$ cat src/rtl/p3_execute.sv
// p3_execute: SIMPLE core execute stage -- ALU, S/Z/C/V flags, branch resolve, halt latch.
// Optional P3_MUL_EN adds a multi-cycle shift-add MUL on opcode 7; otherwise opcode 7 is a NOP.
module p3_execute #(
  parameter int W = 16
`ifdef P3_MUL_EN
  , parameter int MULCYC = 16
`endif
) (
  input  logic         clockp3,
  input  logic         reset,
  input  logic         in_valid,
  input  logic [W-1:0] alu1,
  input  logic [W-1:0] alu2,
  input  logic [3:0]   opcode,
  input  logic         is_arith,
  input  logic [3:0]   shamt,
  input  logic         writereg,
  input  logic [1:0]   memwrite,
  input  logic [2:0]   regaddress,
  input  logic [W-1:0] address,
  input  logic [W-1:0] storedata,
  input  logic         isbranch,
  input  logic [2:0]   cond,
  input  logic [2:0]   subcond,
  input  logic [W-1:0] pc_in,
  input  logic [W-1:0] inport,
  output logic         out_valid,
  output logic         busy,
  output logic [W-1:0] aluresult,
  output logic [3:0]   flags,
  output logic         writeregout,
  output logic [1:0]   memwriteout,
  output logic [2:0]   regaddressout,
  output logic [W-1:0] addressout,
  output logic [W-1:0] storedataout,
  output logic         branchtaken,
  output logic [W-1:0] branchtarget,
  output logic [W-1:0] outdata,
  output logic         outstrobe,
  output logic         haltout
);
  typedef enum logic [1:0] {IDLE, MUL, HALTED} state_t;
  state_t state, state_nx;
  logic accept, is_hlt, is_mul, wr_kill, flag_en, taken, sv, c, v, mul_done;
  logic [W-1:0] res;
  logic [W:0] sum, dif, sll, srl, sra;
  always_ff @(posedge clockp3 or posedge reset)
    if (reset) state <= IDLE;
    else state <= state_nx;
  always_comb
    state_nx = (state == IDLE && accept) ? (is_hlt ? HALTED : is_mul ? MUL : IDLE) :
               (state == MUL && mul_done) ? IDLE : state;
  always_comb begin
    accept = state == IDLE && in_valid;
    busy = state != IDLE;
  end
  always_comb begin
    sum = {1'b0, alu2} + {1'b0, alu1};
    dif = {1'b0, alu2} - {1'b0, alu1};
    // one extra bit on each shift captures the last bit shifted out
    sll = {1'b0, alu2} << shamt;
    srl = {alu2, 1'b0} >> shamt;
    sra = $signed({alu2, 1'b0}) >>> shamt;
    res = alu1;
    c = 1'b0;
    v = 1'b0;
    if (is_arith)
      case (opcode)
        4'd0: begin
          res = sum[W-1:0];
          c = sum[W];
          v = (alu2[W-1] == alu1[W-1]) && (sum[W-1] != alu2[W-1]);
        end
        4'd1, 4'd5: begin
          res = dif[W-1:0];
          c = dif[W];
          v = (alu2[W-1] != alu1[W-1]) && (dif[W-1] != alu2[W-1]);
        end
        4'd2: res = alu2 & alu1;
        4'd3: res = alu2 | alu1;
        4'd4: res = alu2 ^ alu1;
        4'd7: res = '0;
        4'd8: {c, res} = sll;
        4'd9: res = (alu2 << shamt) | (alu2 >> (5'(W) - {1'b0, shamt}));
        4'd10: {res, c} = srl;
        4'd11: {res, c} = sra;
        4'd12: res = inport;
        default: res = alu1;
      endcase
  end
  always_comb begin
    flag_en = is_arith && (opcode <= 4'd6 || (opcode >= 4'd8 && opcode <= 4'd11));
    is_hlt = is_arith && opcode == 4'd15;
`ifdef P3_MUL_EN
    is_mul = is_arith && opcode == 4'd7;
    wr_kill = is_hlt;
`else
    is_mul = 1'b0;
    wr_kill = is_hlt || (is_arith && opcode == 4'd7);
`endif
    sv = flags[3] ^ flags[0];
    taken = isbranch && (cond == 3'd4 || (cond == 3'd7 &&
            (subcond == 3'd0 ? flags[2] : subcond == 3'd1 ? sv :
             subcond == 3'd2 ? flags[2] | sv : subcond == 3'd3 ? !flags[2] : 1'b0)));
  end
`ifdef P3_MUL_EN
  localparam int CW = $clog2(MULCYC + 1);
  logic [W-1:0] acc, mcand, mplier, acc_nx;
  logic [CW-1:0] cnt;
  assign acc_nx = mplier[0] ? acc + mcand : acc;
  assign mul_done = state == MUL && cnt == CW'(MULCYC - 1);
  always_ff @(posedge clockp3 or posedge reset)
    if (reset) begin
      acc <= '0;
      mcand <= '0;
      mplier <= '0;
      cnt <= '0;
    end else if (accept && is_mul) begin
      acc <= '0;
      mcand <= alu1;
      mplier <= alu2;
      cnt <= '0;
    end else if (state == MUL) begin
      acc <= acc_nx;
      mcand <= mcand << 1;
      mplier <= mplier >> 1;
      cnt <= cnt + 1'b1;
    end
`else
  assign mul_done = 1'b0;
`endif
  always_ff @(posedge clockp3 or posedge reset)
    if (reset) begin
      out_valid <= 1'b0;
      aluresult <= '0;
      flags <= '0;
      writeregout <= 1'b0;
      memwriteout <= '0;
      regaddressout <= '0;
      addressout <= '0;
      storedataout <= '0;
      branchtaken <= 1'b0;
      branchtarget <= '0;
      outdata <= '0;
      outstrobe <= 1'b0;
      haltout <= 1'b0;
    end else begin
      out_valid <= accept && !is_mul;
      outstrobe <= accept && is_arith && opcode == 4'd13;
      branchtaken <= accept && taken;
      if (accept) begin
        aluresult <= res;
        writeregout <= writereg && !wr_kill;
        memwriteout <= memwrite;
        regaddressout <= regaddress;
        addressout <= address;
        storedataout <= storedata;
        branchtarget <= pc_in + address;
        if (flag_en) flags <= {res[W-1], res == '0, c, v};
        if (is_arith && opcode == 4'd13) outdata <= alu1;
        if (is_hlt) haltout <= 1'b1;
      end
`ifdef P3_MUL_EN
      if (mul_done) begin
        out_valid <= 1'b1;
        aluresult <= acc_nx;
        flags <= {acc_nx[W-1], acc_nx == '0, 2'b00};
      end
`endif
    end
endmodule

$ cat config.mk
export PLATFORM = sky130hd
export DESIGN_NAME = p3_execute
export DESIGN_NICKNAME = d
export VERILOG_FILES = /design/src/rtl/p3_execute.sv
export SDC_FILE = /design/constraint.sdc
export NUM_CORES = 1
export LEC_CHECK = 0
export BUFFER_PORTS_ARGS = -buffer_cell sky130_fd_sc_hd__clkbuf_2
export CAP_MARGIN = 5
export CORE_MARGIN = 2
export CORE_UTILIZATION = 40
export CTS_BUF_LIST = sky130_fd_sc_hd__clkbuf_8
export CTS_CLUSTER_SIZE = 25
export DETAILED_ROUTE_END_ITERATION = 8
export SETUP_SLACK_MARGIN = 0.05
export SYNTH_ARGS = -nofsm -noshare
export SYNTH_HDL_FRONTEND = slang
export SYNTH_SLANG_ARGS = --single-unit
$ cat constraint.sdc
create_clock -name clockp3 -period 3.05 [get_ports clockp3]
set_input_delay 0.61 -clock clockp3 [delete_from_list [all_inputs] [get_ports clockp3]]
set_output_delay 0.61 -clock clockp3 [all_outputs]
set_load 0.005 [all_outputs]
==> metrics <==
Max Fclk 267 MHz; Max FO, Critical Path 2; global route hottest layer met2; final setup violation count 2; gr usage total 33.6%; Vias 11,600; antenna cells 0; Top FF cell, synth dfrtp_1; Setup CP Type input port to flip-flop; Synth top cells by count 237 x nand2_1, 95 x dfrtp_1, 85 x nor2_1; fin crit period 3740 ps; Fin. Hold Viols 0; status complete, but fails checks; nets 1,927; violated checks setup timing; Reg clk slew, reported paths 110 ps; Pins Over Slew Limit 0; Final period util 123%; worst hold path type input port to async pin; CP startpoint kind input port; dominant cell type by area after synthesis dfrtp_1; Via-to-Cell Ratio 5.64; count leader, synth nand2_1; Clk Latency, worst-skew pair 400 ps; CTS root buffer clkbuf_8; DIE HEIGHT 160 µm; largest cells by area after synthesis dfrtp_1 24%, nand2_1 9.1%, ha_1 8.6%, mux2i_1 4.5%, o21ai_0 3.9%; Die W 160 µm; yosys warns 0; CTS Buf Count 9; syn_nets 1,439; FF+latch count, synth 95; synthesis-to-finish area growth 49.9%; slew margin rel. 34.8%; post-synth design cell area 0.00979 mm²; final clock skew 23.8 ps; Clock Sinks 95; GR Layer Usage met3 5.09%; number of DRC markers in iteration 0 1,215; Leak 0.00718 µW; largest net degree at the start of global routing 87; critical path's slowest cell or4b_4; worst vdd ir 0.000269 V; num rows 57; Post-Route WL 43.8 mm; H-tree Lvls 3; Synth top area share 24.3%; antenna violations before repair 0; first-pass GRT wire length 67.4 mm; DRC Markers 0; cell mode on critical path or4b_4; fraction of layout cells with a size suffix above 1 43.0%; met2 Track Usage GR 55.6%; Final GP Congestion 1.00; hold slack final 144 ps; RSZ-0062 raised after global routing true; setup TNS -742 ps; wire per inst 21.2 µm; Power Total 5490 µW; Worst EP arrival 4030 ps; crit-path max cell delay 530 ps; hpwl dp 35.2 mm; Crit path depth 15; Buf+Inv Stages, Crit Path 4; met1 Resource Use GR 45.4%; Cell Chain, Critical Path clkbuf_8 > inv_4 > ha_4 > inv_2 > fa_2 > and3_1 > a41oi_2 > o32ai_2 > or3_1 > o32a_1 > or4b_4 > nor4_4 > buf_4 > or4b_4 > o41ai_4; CTS tree done; number of buffers added on ports 215; vias in the first global route 11,700; total core area 0.0242 mm²; Max Cap Viol 0; Initial Utilization 40.5%; Hold-fix buffers, CTS 0; cell count after synthesis 1,248; Worst Path Required 3340 ps; Cell Pwr Density 374 mW/mm²; Avg Inst Size Synth 7.85 µm²; Post-DRT Antenna Nets 0; io pins 216; final core occ 60.7%; Yosys cell types 90; FF-to-FF path depth 8; setup slack after layout -691 ps; Max Buffers Root-to-Sink 2; grt ovf 0; Worst Tran Pin Value 965 ps; Pre-antenna DRT Iters 7; cell family with most CP delay simple AND/OR/NAND/NOR gates; EDFF count, synth 0; sequential area share after synthesis 24.3%; die area 0.0258 mm²; CP endpoint kind flip-flop; Async S/R FF share, synth 100%
## cell usage in the layout (no fill, tap or decap), types with 7 or more instances in the layout
| master | count |
|---|---|
| a211oi_1 | 7 |
| a21o_1 | 12 |
| a21oi_1 | 67 |
| a22oi_1 | 7 |
| a31oi_1 | 15 |
| buf_12 | 12 |
| buf_4 | 335 |
| buf_6 | 11 |
| clkbuf_2 | 205 |
| clkbuf_8 | 13 |
| dfrtp_1 | 95 |
| ha_1 | 53 |
| ha_4 | 12 |
| inv_1 | 52 |
| inv_2 | 9 |
| mux2_2 | 26 |
| mux2i_1 | 36 |
| mux4_2 | 18 |
| nand2_1 | 237 |
| nand2b_1 | 13 |
| nand3_1 | 18 |
| nand4_1 | 8 |
| nor2_1 | 85 |
| nor2b_1 | 9 |
| nor3_1 | 18 |
| nor3b_1 | 7 |
| o211ai_1 | 21 |
| o21ai_0 | 70 |
| o22ai_1 | 16 |
| or2_2 | 13 |
| xnor2_1 | 16 |
| xor2_1 | 7 |
## worst reg2reg max path, delay by kind of cell, from the launching register on
| family | cells | cell delay [ps] |
|---|---|---|
| and+or+nand+nor | 5 | 1620 |
| buffers and inverters | 2 | 230 |
| DFF | 1 | 410 |
| AOI/OAI and AO/OA | 1 | 200 |
## through the flow
step | cell area, µm² | std cells | setup slack [ps]
after floorplan | 9960 | 1248 | -799
after global placement | 13600 | 2034 | -1370
after detailed placement | 13600 | 2034 | -1420
after CTS | 14400 | 2062 | -749
after global routing | 14700 | 2065 | -800
final | 14700 | 2065 | -691
## logic make-up (layout without fill, tap and decap cells)
group	count (synthesis)	in the layout	synth area share [%]
adders and majority gates	70	70	9.17
buffers and inverters	163	656	7.12
DFF	95	95	24.3
AOI/OAI and AO/OA	334	334	23.1
and+or+nand+nor	470	470	22.0
xor gates and xnor gates	24	24	2.22
muxes	92	92	12.1
## path summary, 6_finish.rpt
kind,slack (ps),to,from
max,-690,flags[2]$_DFFE_PP0P_,alu2[0]
max reg2reg,510,flags[2]$_DFFE_PP0P_,state[1]$_DFFE_PP0P_
min in group clockp3,390,regaddressout[2]$_DFFE_PP0P_,regaddress[2]
min reg2reg,490,haltout$_DFFE_PP0P_,haltout$_DFFE_PP0P_
min,140,outdata[15]$_DFFE_PP0P_,reset
max in group asynchronous,2260,branchtarget[2]$_DFFE_PP0P_,reset
## power by group
part	total [µW]	switching (µW)	internal, µW
registers	1750	177	1570
logic	2780	1440	1340
clock network	963	554	409
## registers in the layout, indices dropped and copies added, names as in the netlist, 2 cells and up
| signal | count |
|---|---|
| addressout | 16 |
| aluresult | 16 |
| branchtarget | 16 |
| flags | 4 |
| memwriteout | 2 |
| outdata | 16 |
| regaddressout | 3 |
| storedataout | 16 |
## cell type report
| class | instances | area (µm²) |
|---|---|---|
| timing repair buffer | 574 | 4050 |
| tap | 324 | 405 |
| clock inverter | 7 | 103 |
| fill | 2222 | 9500 |
| inverter | 66 | 279 |
| multi-input combinational | 990 | 7340 |
| sequential | 95 | 2380 |
| clock buffer | 9 | 124 |
## what timing repair did
item / CTS / global route
endpoints found under the setup margin: 12 / 15
setup buffers: 13 / 5
pin swaps: 20 / 24
resized for setup: 84 / 65
gates cloned: 0 / 0
## routing by layer
layer  vias to the layer above  routed length [µm]  part of all wire, %
met5                         -                   0                    0
met4                         0                1390                  3.2
met3                       101                3250                  7.4
met2                       536               20400                   47
met1                      5536               18700                   43
li1                       5469                   -                    -
Power figures use the tool's default switching activity.
